[config.mk]
export PLATFORM = sky130hd
export DESIGN_NAME = multicycle_controller
export DESIGN_NICKNAME = d
export VERILOG_FILES = /design/src/rtl/multicycle_controller.sv
export SDC_FILE = /design/constraint.sdc
export NUM_CORES = 1
export LEC_CHECK = 0
export CAP_MARGIN = 25
export CORE_AREA = 3 3 46 48
export DETAILED_ROUTE_END_ITERATION = 12
export DIE_AREA = 0 0 49 51
export PLACE_DENSITY_LB_ADDON = 0.12
export SLEW_MARGIN = 20
export SYNTH_ARGS = -nofsm -noshare
export SYNTH_HDL_FRONTEND = slang
export SYNTH_SLANG_ARGS = --single-unit
[constraint.sdc]
create_clock -name clk -period 2 [get_ports clk]
set_input_delay 0.5 -clock clk [delete_from_list [all_inputs] [get_ports clk]]
set_output_delay 0.5 -clock clk [all_outputs]
set_load 0.01 [all_outputs]
[src/rtl/multicycle_controller.sv]
// Control FSM for a multicycle RV32I datapath with one shared ALU and one shared memory port.
// Decodes the IR fields into per-state mux selects, write strobes and the ALU function.
module multicycle_controller #(
   parameter bit MEM_HANDSHAKE = 1'b1
) (
   input  logic       clk,
   input  logic       rst_n,
   input  logic [6:0] opcode,
   input  logic [2:0] funct3,
   input  logic       funct7_5,
   input  logic       zero,
   input  logic       mem_ready,
   output logic       PCWrite,
   output logic       AdrSrc,
   output logic       MemWrite,
   output logic       IRWrite,
   output logic [1:0] ResultSrc,
   output logic [1:0] ALUSrcA,
   output logic [1:0] ALUSrcB,
   output logic [1:0] ImmSrc,
   output logic [2:0] ALUControl,
   output logic       RegWrite,
   output logic       illegal_instr,
   output logic       instr_retired
);

   localparam logic [3:0] S_FETCH    = 4'd0;
   localparam logic [3:0] S_DECODE   = 4'd1;
   localparam logic [3:0] S_MEMADR   = 4'd2;
   localparam logic [3:0] S_MEMREAD  = 4'd3;
   localparam logic [3:0] S_MEMWB    = 4'd4;
   localparam logic [3:0] S_MEMWRITE = 4'd5;
   localparam logic [3:0] S_EXECR    = 4'd6;
   localparam logic [3:0] S_EXECI    = 4'd7;
   localparam logic [3:0] S_ALUWB    = 4'd8;
   localparam logic [3:0] S_JAL      = 4'd9;
   localparam logic [3:0] S_BRANCH   = 4'd10;

   localparam logic [6:0] OP_LW  = 7'b0000011;
   localparam logic [6:0] OP_SW  = 7'b0100011;
   localparam logic [6:0] OP_R   = 7'b0110011;
   localparam logic [6:0] OP_I   = 7'b0010011;
   localparam logic [6:0] OP_BR  = 7'b1100011;
   localparam logic [6:0] OP_JAL = 7'b1101111;

   logic [3:0] state;
   logic [3:0] state_nxt;
   logic       rdy;
   logic       pc_update;
   logic       taken;
   logic       retire_nxt;
   logic [1:0] alu_op;

   // With the handshake disabled every memory access completes in its first cycle.
   assign rdy = MEM_HANDSHAKE ? mem_ready : 1'b1;

   assign taken = ((funct3 == 3'b000) &&  zero) ||
                  ((funct3 == 3'b001) && !zero);

   assign PCWrite = pc_update || ((state == S_BRANCH) && taken);

   always_comb begin
      state_nxt     = state;
      pc_update     = 1'b0;
      AdrSrc        = 1'b0;
      MemWrite      = 1'b0;
      IRWrite       = 1'b0;
      ResultSrc     = 2'b00;
      ALUSrcA       = 2'b00;
      ALUSrcB       = 2'b00;
      alu_op        = 2'b00;
      RegWrite      = 1'b0;
      illegal_instr = 1'b0;
      retire_nxt    = 1'b0;
      case (state)
         S_FETCH: begin
            ALUSrcB   = 2'b10;
            ResultSrc = 2'b10;
            IRWrite   = rdy;
            pc_update = rdy;
            if (rdy) state_nxt = S_DECODE;
         end
         S_DECODE: begin
            // Branch/jump target is precomputed here from OldPC + imm.
            ALUSrcA = 2'b01;
            ALUSrcB = 2'b01;
            case (opcode)
               OP_LW, OP_SW: state_nxt = S_MEMADR;
               OP_R:         state_nxt = S_EXECR;
               OP_I:         state_nxt = S_EXECI;
               OP_BR:        state_nxt = S_BRANCH;
               OP_JAL:       state_nxt = S_JAL;
               default: begin
                  illegal_instr = 1'b1;
                  state_nxt     = S_FETCH;
               end
            endcase
         end
         S_MEMADR: begin
            ALUSrcA   = 2'b10;
            ALUSrcB   = 2'b01;
            state_nxt = (opcode == OP_LW) ? S_MEMREAD : S_MEMWRITE;
         end
         S_MEMREAD: begin
            AdrSrc = 1'b1;
            if (rdy) state_nxt = S_MEMWB;
         end
         S_MEMWB: begin
            ResultSrc  = 2'b01;
            RegWrite   = 1'b1;
            retire_nxt = 1'b1;
            state_nxt  = S_FETCH;
         end
         S_MEMWRITE: begin
            AdrSrc   = 1'b1;
            MemWrite = 1'b1;
            if (rdy) begin
               retire_nxt = 1'b1;
               state_nxt  = S_FETCH;
            end
         end
         S_EXECR: begin
            ALUSrcA   = 2'b10;
            alu_op    = 2'b10;
            state_nxt = S_ALUWB;
         end
         S_EXECI: begin
            ALUSrcA   = 2'b10;
            ALUSrcB   = 2'b01;
            alu_op    = 2'b10;
            state_nxt = S_ALUWB;
         end
         S_ALUWB: begin
            RegWrite   = 1'b1;
            retire_nxt = 1'b1;
            state_nxt  = S_FETCH;
         end
         S_JAL: begin
            // PC takes the target from ALUOut while the ALU forms the link value.
            ALUSrcA   = 2'b01;
            ALUSrcB   = 2'b10;
            pc_update = 1'b1;
            state_nxt = S_ALUWB;
         end
         S_BRANCH: begin
            ALUSrcA    = 2'b10;
            alu_op     = 2'b01;
            retire_nxt = 1'b1;
            state_nxt  = S_FETCH;
         end
         default: state_nxt = S_FETCH;
      endcase
   end

   always_comb begin
      ALUControl = 3'b000;
      case (alu_op)
         2'b01: ALUControl = 3'b001;
         2'b10: begin
            case (funct3)
               // I-type has opcode[5]=0, so IR[30] of an immediate never selects sub.
               3'b000:  ALUControl = (opcode[5] && funct7_5) ? 3'b001 : 3'b000;
               3'b010:  ALUControl = 3'b101;
               3'b110:  ALUControl = 3'b011;
               3'b111:  ALUControl = 3'b010;
               default: ALUControl = 3'b000;
            endcase
         end
         default: ALUControl = 3'b000;
      endcase
   end

   always_comb begin
      case (opcode)
         OP_SW:   ImmSrc = 2'b01;
         OP_BR:   ImmSrc = 2'b10;
         OP_JAL:  ImmSrc = 2'b11;
         default: ImmSrc = 2'b00;
      endcase
   end

   always_ff @(posedge clk or negedge rst_n) begin
      if (!rst_n) begin
         state         <= S_FETCH;
         instr_retired <= 1'b0;
      end else begin
         state         <= state_nxt;
         instr_retired <= retire_nxt;
      end
   end

endmodule

# Word level (Yosys, flattened, before mapping)
# Cells that the tools add are included.
# Widths: inputs -> output; s select.
[word_totals]
regBits = 5
input_bits = 15
out_inout_bits = 18
elab_cells = 71
[classes]
n_eq_ne = 25
n_mux = 23
reduce_logical = 21
[op_table]
columns = ["operator", "count"]
rows = [
  ["$pmux 4 s6", 1],
  ["$pmux 4 s5", 1],
  ["$eq 4x3->1 const B", 4],
  ["$pmux 2 s2", 4],
  ["$eq 7x6->1 const B", 2],
  ["$eq 7x7->1 const B", 2],
  ["$eq 4x4->1 const B", 3],
  ["$mux 4", 3],
  ["$pmux 3 s4", 1],
  ["$reduce_or 2->1", 6],
  ["$reduce_or 3->1", 3],
  ["$eq 4x2->1 const B", 2],
  ["$mux 1", 8],
  ["$eq 7x2->1 const B", 1],
  ["$eq 7x5->1 const B", 1],
  ["$eq 3x3->1 const B", 2],
  ["$ne 2x2->1 const B", 3],
  ["$pmux 2 s3", 1],
  ["$pmux 3 s2", 1],
  ["$reduce_or 6->1", 1],
  ["$eq 4x1->1 const B", 1],
  ["$logic_and 1x1->1", 4],
  ["$logic_not 4->1", 1],
  ["$pmux 1 s2", 2],
  ["other kinds (10)", 11],
]

# Longest topological paths before layout
[logic_depth]
ltp_word = 5
mapped_depth = 8
mapped_depth_nobuf = 7

# Least setup slack after synthesis
# No wires, ideal clock.
[synth_path]
kind = "register -> output"
startpoint = "reg state[0]"
endpoint = "out ALUControl[2]"
t_arrival_ps = 1613
required_time_ps = 1500
slack_ps = -113
path_stages_with_launch = 5
n_path_buf = 0
cell_sequence = "dfrtp_1 -> nand2b_1 -> or2_2 -> ha_1 -> nor4_1"
[synth_via]
elab_chain_len = 5
word_cells_on_any_way = 8
[synth_lines]
columns = ["item", "line_no", "rtl"]
rows = [
  ["start: declaration", "46", "logic [3:0] state;"],
  ["start signal: assignment", "187", "state <= state_nxt;"],
  ["$eq 4x3->1", "75", "case (state)"],
  ["$reduce_or 2->1 (no source line)", "n/a", ""],
  ["$pmux 2 s2 *", "75", ""],
  ["$eq 2x2->1 or $eq 2x1->1 (tied branches)", "157", "case (alu_op)"],
  ["$pmux 3 s2 *", "157", ""],
  ["end: declaration", "21", "output logic [2:0] ALUControl,"],
]
# Every way passes the cells marked *; elsewhere a longest branch is shown, timed or not.

# Worst setup path in the final report
[layout_path]
startpoint = "reg state[2]"
endpoint = "out ALUControl[2]"
# Same word-level chain as after synthesis.

==> impl_metrics.toml <==
[sta]
finalCritPeriodShare_pct = 110
rsz0062_at_grt = "yes"
clock-skew-final_ns = 0.00957
setup_tns_ns = -0.675
finalWorstSetupSlack_ns = -0.198
worst_pin_slew_ns = 0.432
maxSlewHeadroom_pct = 70.8
hold-worst-slack_ns = 0.470
fmax_ghz = 0.455
slew_viol_final = 0
finalSetupViolations = 6
hold_violations = 0
min_period_ns = 2.20

[clocking]
hold_buffers = 0
cts_sinks = 5
path_clk_slew_ns = 0.05
cts_made_buffers = 3
cts_max_path_buffers = 2
clk_latency_ns = 0.25
cts_tree = "done"
h-tree-depth = 1
clockRootBuffer = "clkbuf_4"

[die]
fp.dieW_um = 49
dieArea_mm2 = 0.00250
die_h_um = 51
fp-row-count = 15
io_pins = 33
initial_utilization_pct = 38.9
coreArea_mm2 = 0.00175

[global_route]
grt_pass1_vias = 1018
grt.total_usage_pct = 22.4
grt_overflow = 0
antenna_found_initial = 0
grt_max_degree = 15
grt_pass1_wl_um = 4360

[outcome]
violations = "setup timing"
status = "finished with violations"

[setup_path]
rr_worst_depth = 7
path_depth = 7
max_stage_delay_ns = 0.40
worst-path-buf-inv = 3
regToRegEndpoint = "state[2]"
critical-path-top-delay-family = "simple AND/OR/NAND/NOR gates"
critPathLaunchType = "flip-flop"
crit_path_end_kind = "output port"
timing.rr.start = "state[1]"
cp_slowest_cell = "dfrtp_1"
critical_path_peak_fanout = 3
crit_type = "flip-flop to output port"
r2r_setup_slack_ns = 0.33
cp.required_ns = 1.50
critical_path_arrival_ns = 1.70
path_cells = "buf_6 -> nand2b_4 -> or2_4 -> inv_4 -> ha_4 -> nor4_4 -> buf_2"

[logic_synthesis]
netlist_top_cells_area = "dfrtp_1, nand2b_1, a21oi_1"
yosys_most_used_dff = "dfrtp_1"
synth_cell_type_count = 40
synth_commonest_cells = "nand2b_1, nor2_1, inv_1, nand2_1"
syn_area_per_cell_um2 = 7.23
yosys.area.top_type_share_pct = 18.4
synth_nets = 111
ys_seq_elements = 5
synth_top_cell_by_area = "dfrtp_1"
syn_inst = 94
ys_seq_area_share_pct = 18.4
synth_area_um2 = 679
synth_edf_count = 0
async_flop_share_pct = 100
ys_warn_count = 0

[routing]
num_vias = 1072
final_antenna_net_count = 0
dr.pass1.iters = 4
routed_wl_um = 2940
avgRoutedWirePerCell_um = 15.1
drt_iter0_markers = 23
drcViolationCount = 0
vias_per_cell = 5.53

[cells_and_area]
nNetsFinal = 187
diodes = 0
fillCellCount = 117
syn_to_final_growth_pct = 116
final_cells = 194
drive_above_1_share_pct = 50.3

[pwr]
power.density_mw_per_mm2 = 948
irDropWorstVdd_mv = 0.537
power_mw = 1.39
p_leak_nw = 0.684

[placement]
dp_cells = 180
place.gp.congestion = 0.908
portBuffers = 32
hpwl_um = 1790
post-place-ws_ns = -0.622

[run]
maxCapViolCount = 0

[worst_hold_path]
hold_path_class = "primary input to async pin"
==> through the flow <==
step / utilization (%) / instance area, µm²
detailed placement: 72.5 / 1270
floorplan: - / 694
finish: 83.9 / 1470
CTS: 79.4 / 1390
global placement: 72.5 / 1270
global route: 83.9 / 1470
==> worst max path at each step <==
stage	start	to
after global routing	state[2]	ALUControl[2]
after floorplan	state[0]	ALUControl[2]
after global placement	opcode[3]	ImmSrc[0]
after detailed placement	opcode[3]	ImmSrc[0]
after CTS	state[2]	ALUControl[2]
final	state[2]	ALUControl[2]
==> report_power, final <==
group	internal, mW	switching, mW
clock	0.0758	0.0479
sequential	0.133	0.0282
combinational	0.571	0.533
==> timing repair <==
action | CTS | global route
gates resized for setup | 81 | 17
cloned | 1 | 0
pin swaps | 11 | 7
buffers inserted | 3 | 6
endpoints found under the setup margin | 17 | 16
==> per-layer routing <==
layer  up-vias  GRT usage [%]  share of wire, %
li1        495              -                 -
met1       496           22.9                37
met2        59           43.4                51
met3        22           2.62               6.9
met4         0           13.7               4.8
met5         -              0                 0
==> sequential cells by signal (all words and copies together) (netlist names) <==
| name | count |
|---|---|
| state | 4 |
| instr_retired | 1 |
==> cell type report <==
class,instances,area (µm²),share of cell area [%]
sequential,5,125,8.54
tap,25,31.3,2.13
timing repair buffer,76,597,40.7
inverter,7,28.8,1.96
multi-input combinational,77,657,44.8
clock buffer,4,26.3,1.79
==> logic make-up after synthesis <==
family | share of synthesized area (%)
flops | 18.4
compound gates | 21.0
simple gates | 42.7
xor+xnor | 5.16
fa+ha+maj | 3.68
buf+inv | 9.02
==> cell usage in the layout (no fill, tap or decap), drive strengths merged, types with 4 or more instances in the layout <==
cell type,Yosys,routed
clkbuf,2,7
nand2b,9,9
nor3,6,6
a21oi,6,6
clkdlybuf4s50,0,5
dlygate4sd2,0,11
nor2,9,9
clkdlybuf4s15,0,4
nand2,7,7
nor4,4,4
buf,3,53
dfrtp,5,5
inv,7,7
Power figures use the tool's default switching activity.
